**src/rtl/instr_fetch_unit_if.sv**
```systemverilog
// Fetch-stage bus bundle: instruction-memory read port plus the decode-side
// instruction handshake and the branch-resolution inputs sampled on acceptance.
interface instr_fetch_unit_if #(
    parameter int ADDR_W = 32
);
    // Handshakes: imem_req/imem_ack completes a read in any cycle where both are
    // high (same-cycle ack allowed); instr_valid/instr_ready retires the held
    // instruction in any cycle where both are high. A raised request or valid is
    // held, with its payload stable, until the matching ack or ready arrives.
    logic              imem_req;
    logic [ADDR_W-1:0] imem_addr;
    logic              imem_ack;
    logic [31:0]       imem_rdata;
    logic              instr_valid;
    logic              instr_ready;
    logic [31:0]       instr;
    logic [5:0]        opcode;
    logic [ADDR_W-1:0] pc_out;
    logic [ADDR_W-1:0] pc_plus4;
    logic [1:0]        branch;
    logic              branch_cond;
    logic [ADDR_W-1:0] branch_target;

    modport master (
        output imem_req, imem_addr, instr_valid, instr, opcode, pc_out, pc_plus4,
        input  imem_ack, imem_rdata, instr_ready, branch, branch_cond, branch_target
    );

    modport slave (
        input  imem_req, imem_addr, instr_valid, instr, opcode, pc_out, pc_plus4,
        output imem_ack, imem_rdata, instr_ready, branch, branch_cond, branch_target
    );
endinterface

```
**src/rtl/instr_fetch_unit.sv**
```systemverilog
// KGP-RISC instruction fetch: holds the PC, reads one word per request, presents
// it to decode and resolves the next PC from the decoder's branch code on accept.
module instr_fetch_unit #(
    parameter int                ADDR_W   = 32,
    parameter logic [ADDR_W-1:0] RESET_PC = '0
) (
    input  logic                clk,
    input  logic                rst,
    instr_fetch_unit_if.master  bus,
    output logic                misalign_err,
    output logic [31:0]         retired_count,
    output logic [1:0]          fsm_state
);

    typedef enum logic [1:0] {
        S_RESET = 2'd0,
        S_REQ   = 2'd1,
        S_VALID = 2'd2
    } state_t;

    state_t            state_q, state_n;
    logic [ADDR_W-1:0] pc_q;
    logic [ADDR_W-1:0] pc_out_q;
    logic [31:0]       instr_q;
    logic              misalign_q;
    logic [31:0]       retired_q;

    logic              req;
    logic              valid;
    logic              capture;
    logic              accept;
    logic              taken;
    logic [ADDR_W-1:0] next_pc;

    always_comb begin
        state_n = state_q;
        req     = 1'b0;
        valid   = 1'b0;
        capture = 1'b0;
        accept  = 1'b0;
        case (state_q)
            S_RESET: state_n = S_REQ;
            S_REQ: begin
                req = 1'b1;
                if (bus.imem_ack) begin
                    capture = 1'b1;
                    state_n = S_VALID;
                end
            end
            S_VALID: begin
                valid = 1'b1;
                if (bus.instr_ready) begin
                    accept  = 1'b1;
                    state_n = S_REQ;
                end
            end
            default: state_n = S_RESET;
        endcase
    end

    // Branch inputs only matter in the accept cycle; the aligned target is used
    // even when the low bits are set, and the error flag records the event.
    always_comb begin
        taken   = (bus.branch == 2'b10) || (bus.branch == 2'b11) ||
                  ((bus.branch == 2'b01) && bus.branch_cond);
        next_pc = taken ? {bus.branch_target[ADDR_W-1:2], 2'b00}
                        : pc_q + ADDR_W'(4);
    end

    always_ff @(posedge clk) begin
        if (rst) begin
            state_q    <= S_RESET;
            pc_q       <= RESET_PC;
            pc_out_q   <= RESET_PC;
            instr_q    <= '0;
            misalign_q <= 1'b0;
            retired_q  <= '0;
        end else begin
            state_q <= state_n;
            if (capture) begin
                instr_q  <= bus.imem_rdata;
                pc_out_q <= pc_q;
            end
            if (accept) begin
                pc_q      <= next_pc;
                retired_q <= retired_q + 32'd1;
                if (taken && (bus.branch_target[1:0] != 2'b00))
                    misalign_q <= 1'b1;
            end
        end
    end

    assign bus.imem_req    = req;
    assign bus.imem_addr   = pc_q;
    assign bus.instr_valid = valid;
    assign bus.instr       = instr_q;
    assign bus.opcode      = instr_q[31:26];
    assign bus.pc_out      = pc_out_q;
    assign bus.pc_plus4    = pc_out_q + ADDR_W'(4);
    assign misalign_err    = misalign_q;
    assign retired_count   = retired_q;
    assign fsm_state       = state_q;

endmodule

```
**src/flat_wrapper.sv**
```systemverilog
// flat-port wrapper written by rule: the top's interface ports become plain ports
module instr_fetch_unit_flat 
#(
    parameter int                ADDR_W   = 32,
    parameter logic [ADDR_W-1:0] RESET_PC = '0
)
  (clk, rst, misalign_err, retired_count, fsm_state, bus_imem_req, bus_imem_addr, bus_instr_valid, bus_instr, bus_opcode, bus_pc_out, bus_pc_plus4, bus_imem_ack, bus_imem_rdata, bus_instr_ready, bus_branch, bus_branch_cond, bus_branch_target);
  instr_fetch_unit_if #(.ADDR_W(ADDR_W)) bus_i ();
  input  logic clk;
  input  logic rst;
  output logic misalign_err;
  output logic [31:0] retired_count;
  output logic [1:0] fsm_state;
  output wire logic [$bits(bus_i.imem_req)-1:0] bus_imem_req;
  output wire logic [$bits(bus_i.imem_addr)-1:0] bus_imem_addr;
  output wire logic [$bits(bus_i.instr_valid)-1:0] bus_instr_valid;
  output wire logic [$bits(bus_i.instr)-1:0] bus_instr;
  output wire logic [$bits(bus_i.opcode)-1:0] bus_opcode;
  output wire logic [$bits(bus_i.pc_out)-1:0] bus_pc_out;
  output wire logic [$bits(bus_i.pc_plus4)-1:0] bus_pc_plus4;
  input wire logic [$bits(bus_i.imem_ack)-1:0] bus_imem_ack;
  input wire logic [$bits(bus_i.imem_rdata)-1:0] bus_imem_rdata;
  input wire logic [$bits(bus_i.instr_ready)-1:0] bus_instr_ready;
  input wire logic [$bits(bus_i.branch)-1:0] bus_branch;
  input wire logic [$bits(bus_i.branch_cond)-1:0] bus_branch_cond;
  input wire logic [$bits(bus_i.branch_target)-1:0] bus_branch_target;
  assign bus_imem_req = bus_i.imem_req;
  assign bus_imem_addr = bus_i.imem_addr;
  assign bus_instr_valid = bus_i.instr_valid;
  assign bus_instr = bus_i.instr;
  assign bus_opcode = bus_i.opcode;
  assign bus_pc_out = bus_i.pc_out;
  assign bus_pc_plus4 = bus_i.pc_plus4;
  assign bus_i.imem_ack = bus_imem_ack;
  assign bus_i.imem_rdata = bus_imem_rdata;
  assign bus_i.instr_ready = bus_instr_ready;
  assign bus_i.branch = bus_branch;
  assign bus_i.branch_cond = bus_branch_cond;
  assign bus_i.branch_target = bus_branch_target;
  instr_fetch_unit #(.ADDR_W(ADDR_W), .RESET_PC(RESET_PC)) u_core (.clk(clk), .rst(rst), .bus(bus_i), .misalign_err(misalign_err), .retired_count(retired_count), .fsm_state(fsm_state));
endmodule
```
**config.mk**
```make
export PLATFORM = sky130hd
export DESIGN_NAME = instr_fetch_unit_flat
export DESIGN_NICKNAME = d
export VERILOG_FILES = /design/src/rtl/instr_fetch_unit_if.sv /design/src/rtl/instr_fetch_unit.sv /design/src/flat_wrapper.sv
export SDC_FILE = /design/constraint.sdc
export NUM_CORES = 1
export LEC_CHECK = 0
export BUFFER_PORTS_ARGS = -buffer_cell sky130_fd_sc_hd__buf_2
export CAP_MARGIN = 15
export CORE_MARGIN = 2
export CORE_UTILIZATION = 50
export CTS_BUF_LIST = sky130_fd_sc_hd__clkbuf_4
export CTS_CLUSTER_SIZE = 25
export DETAILED_ROUTE_END_ITERATION = 6
export HOLD_SLACK_MARGIN = 0.1
export PLACE_DENSITY = 0.84
export SLEW_MARGIN = 5
export SYNTH_ARGS = -nofsm -noshare
export SYNTH_HDL_FRONTEND = slang
export SYNTH_SLANG_ARGS = --single-unit
```
**constraint.sdc**
```tcl
create_clock -name clk -period 3.5 [get_ports clk]
set_input_delay 0 -clock clk [delete_from_list [all_inputs] [get_ports clk]]
set_output_delay 0 -clock clk [all_outputs]
set_load 0.005 [all_outputs]
```
==> key figures <==
Placed design
  – Global placement routability congestion: 0.921
  – DP HPWL: 13.1 mm
  – Port bufs: 235
  – Pre-CTS setup slack: 1.47 ns

Route
  – Initial DRT Pass Iterations: 5
  – Via total after detailed routing: 7,352
  – Vias/cell: 5.61
  – Routed WL per cell: 16.4 um
  – Initial drt markers: 601
  – Total wire length: 21.5 mm
  – Post-DRT Antenna Nets: 0
  – DRC viols: 0

Min path
  – Hold Path Class: input pin to register

STA
  – Final worst-path cycle share: 85.9%
  – Tmin final: 3.01 ns
  – Maximum clock rate: 333 MHz
  – Clock Skew: 0.0239 ns
  – Worst-Margin Slew: 0.876 ns
  – Setup TNS: 0 ns
  – Fin worst setup slack: 0.495 ns
  – Final Max Tran Viols: 0
  – Fin. Hold Viols: 0
  – Relative slew slack: 41.6%
  – Final Setup Violations: 0
  – RSZ-0062 raised after global routing: false

Setup path
  – Crit path required time: 3.99 ns
  – Worst setup SP type: register
  – Crit path max fanout: 11
  – Worst path cell trace: nor2b_1 > nand2_1 > nor2_2 > o21ai_0 > dlygate4sd3_1 > a21oi_1 > dlygate4sd3_1
  – Critical Path Max Stage Delay: 0.58 ns
  – Most numerous cell on the critical path: dlygate4sd3_1
  – WP buf/inv: 2
  – CP endpoint kind: register
  – WP data arrival: 3.49 ns
  – Kind of critical path: register to register
  – CP max stage cell: dlygate4sd3_1
  – CP top delay family: buffers and inverters

Synthesis
  – Sequential share of the synthesized area: 40.8%
  – Synth Warn #: 0
  – Largest area contributor in the netlist: dfxtp_1
  – Syn Inst Count: 810
  – Top-area cell type share of the netlist area: 40.8%
  – Area contributors post-synth: dfxtp_1 41%, nand2_1 11%, a21oi_1 7.2%, xnor2_1 5.2%, nor2_1 4.5%
  – FF+latch count, synth: 127
  – Ys flop type: dfxtp_1
  – Syn Std Cell Area: 6240 sq um
  – Synth Area per Inst: 7.70 sq um
  – Unique masters post-synth: 62
  – Post-synthesis async set-or-reset flop share: 0%
  – Post-synth EDFFs: 0

Clock tree
  – CTS sink count: 127
  – Clk slew on worst S/H paths: 0.12 ns
  – TritonCTS clock tree: done
  – Root buf cell: clkbuf_4
  – CTS max path bufs: 2
  – Worst-skew pair later-pin latency: 0.55 ns
  – Htree depth: 4
  – CTS Buf Count: 17

Global route
  – Global route overflow: 0
  – Largest net degree at the start of global routing: 79
  – Vias in the first global route: 6,832
  – Initial antenna violation count: 1
  – First-pass GRT wire length: 33.2 mm
  – Total GRT Usage: 31.2%

Die
  – I/O Pins: 242
  – DIE AREA: 13,400 sq um
  – Core footprint: 12,100 sq um
  – Die Wd: 116 um
  – Initial Util: 51.5%
  – Site row count: 40
  – Die Y: 116 um

Layout
  – Layout Nets: 1,204
  – Most frequent cells in the layout: 234 x buf_2, 176 x nand2_1, 127 x dfxtp_1
  – Most common cell after layout, fill and taps aside: buf_2
  – Syn-to-layout area delta: 41.5%
  – Share of layout cells above drive strength 1: 24.6%

Job
  – Max Cap Viol: 0

Power
  – PD cells: 312 nW/um^2
  – Maximum vdd ir drop: 0.275 mV
  – Pleak: 3.85 nW

Status
  – Outcome: finished, final reports clean
[repair_timing]
action	CTS	global route
endpoints found under the setup margin	0	1
hold endpoints to repair	94	0
hold buffers	115	0
gates resized for setup	0	1
setup buffers	0	0
[power breakdown]
group	internal, mW	switching, mW	total [mW]
logic	0.161	0.166	0.327
clock network	0.404	0.525	0.929
registers	1.47	0.0293	1.50
[logic make-up (layout without fill, tap and decap cells)]
family,after synthesis,in the layout,synth area share [%]
flip-flops,127,127,40.8
adder cells (fa/ha/maj),3,3,0.602
buffers and inverters,71,397,5.10
AO/OA/AOI/OAI,150,150,14.1
XOR/XNOR,58,58,8.15
AND/OR/NAND/NOR,398,398,30.9
multiplexers,2,2,0.321
other,1,7,0.0601
[path summary, 6_finish.rpt]
path                            depth (start not counted)                                    end  slack (ns)                              start
worst max-delay path                                    7       u_core.misalign_err$_SDFFE_PP0P_        0.49   u_core.fsm_state[1]$_SDFFE_PP0P_
worst min-delay path                                    5  u_core.bus.imem_addr[10]$_SDFFE_PP0P_        0.16                      bus_branch[1]
worst max register to register                          7       u_core.misalign_err$_SDFFE_PP0P_        0.49   u_core.fsm_state[1]$_SDFFE_PP0P_
worst min register to register                          2      u_core.bus.instr[13]$_SDFFE_PP0P_        0.46  u_core.bus.instr[13]$_SDFFE_PP0P_
[cells in the mapped netlist (3+ instances only)]
| library cell | count |
|---|---|
| a31oi_1 | 6 |
| nand2_1 | 176 |
| xor2_1 | 21 |
| nand3_1 | 33 |
| nor2_1 | 75 |
| a41oi_1 | 3 |
| nand4_1 | 25 |
| and4_1 | 10 |
| and3_1 | 10 |
| ha_1 | 3 |
| a311oi_1 | 3 |
| and2_1 | 6 |
| inv_1 | 9 |
| nand3b_1 | 3 |
| clkbuf_1 | 44 |
| nor4_1 | 13 |
| buf_2 | 5 |
| nor3_1 | 17 |
| xnor2_1 | 37 |
| or3_1 | 6 |
| dfxtp_1 | 127 |
| buf_4 | 12 |
| a21oi_1 | 90 |
| a211oi_1 | 5 |
| o21ai_0 | 15 |
| a22oi_1 | 6 |
| o22ai_1 | 3 |
[final cells by class]
cell class | count | area [sq um]
diodes | 1 | 2.50
well taps | 168 | 210
clock buffers | 18 | 135
inverters | 9 | 33.8
flip-flops and latches | 127 | 2540
clock inverters | 12 | 103
fillers | 938 | 3290
multi-input cells | 617 | 3410
repair buffers | 358 | 2390
[worst reg2reg max path, stage by stage (launching register included)]
cell           delay [ns]
dfxtp_1              0.51
nor2b_1              0.26
nand2_1              0.30
nor2_2               0.46
o21ai_0              0.14
dlygate4sd3_1        0.58
a21oi_1              0.13
dlygate4sd3_1        0.57
[sequential cells by signal (all words and copies together), names as in the netlist]
| register | flops |
|---|---|
| u_core.misalign_err | 1 |
| u_core.bus.imem_addr | 30 |
| u_core.fsm_state | 2 |
| u_core.bus.instr | 32 |
| u_core.bus.pc_out | 30 |
| u_core.retired_count | 32 |
[per-layer routing]
| layer | share of wire, % | track usage, % | wire length (um) |
|---|---|---|---|
| met2 | 49 | 53.5 | 10600 |
| met1 | 38 | 35.7 | 8260 |
| met3 | 8.6 | 9.47 | 1860 |
| met5 | 0 | 0 | 0 |
| met4 | 3.5 | 14.4 | 747 |
[metrics by stage]
stage / util, % / total power [mW] / area, sq um / hold WS (ns) / std cells
2_1_floorplan: - / 1.66 / 6250 / 0.136 / 815
3_3_place_gp: 61.4 / 1.75 / 7430 / 0.241 / 1164
3_5_place_dp: 61.4 / 1.76 / 7430 / 0.245 / 1164
4_1_cts: 72.8 / 2.75 / 8820 / 0.111 / 1309
5_1_grt: 72.8 / 2.87 / 8820 / 0.188 / 1309
6_report: 72.9 / 2.76 / 8820 / 0.164 / 1310
Note: power is estimated with default switching activity, not from simulation.
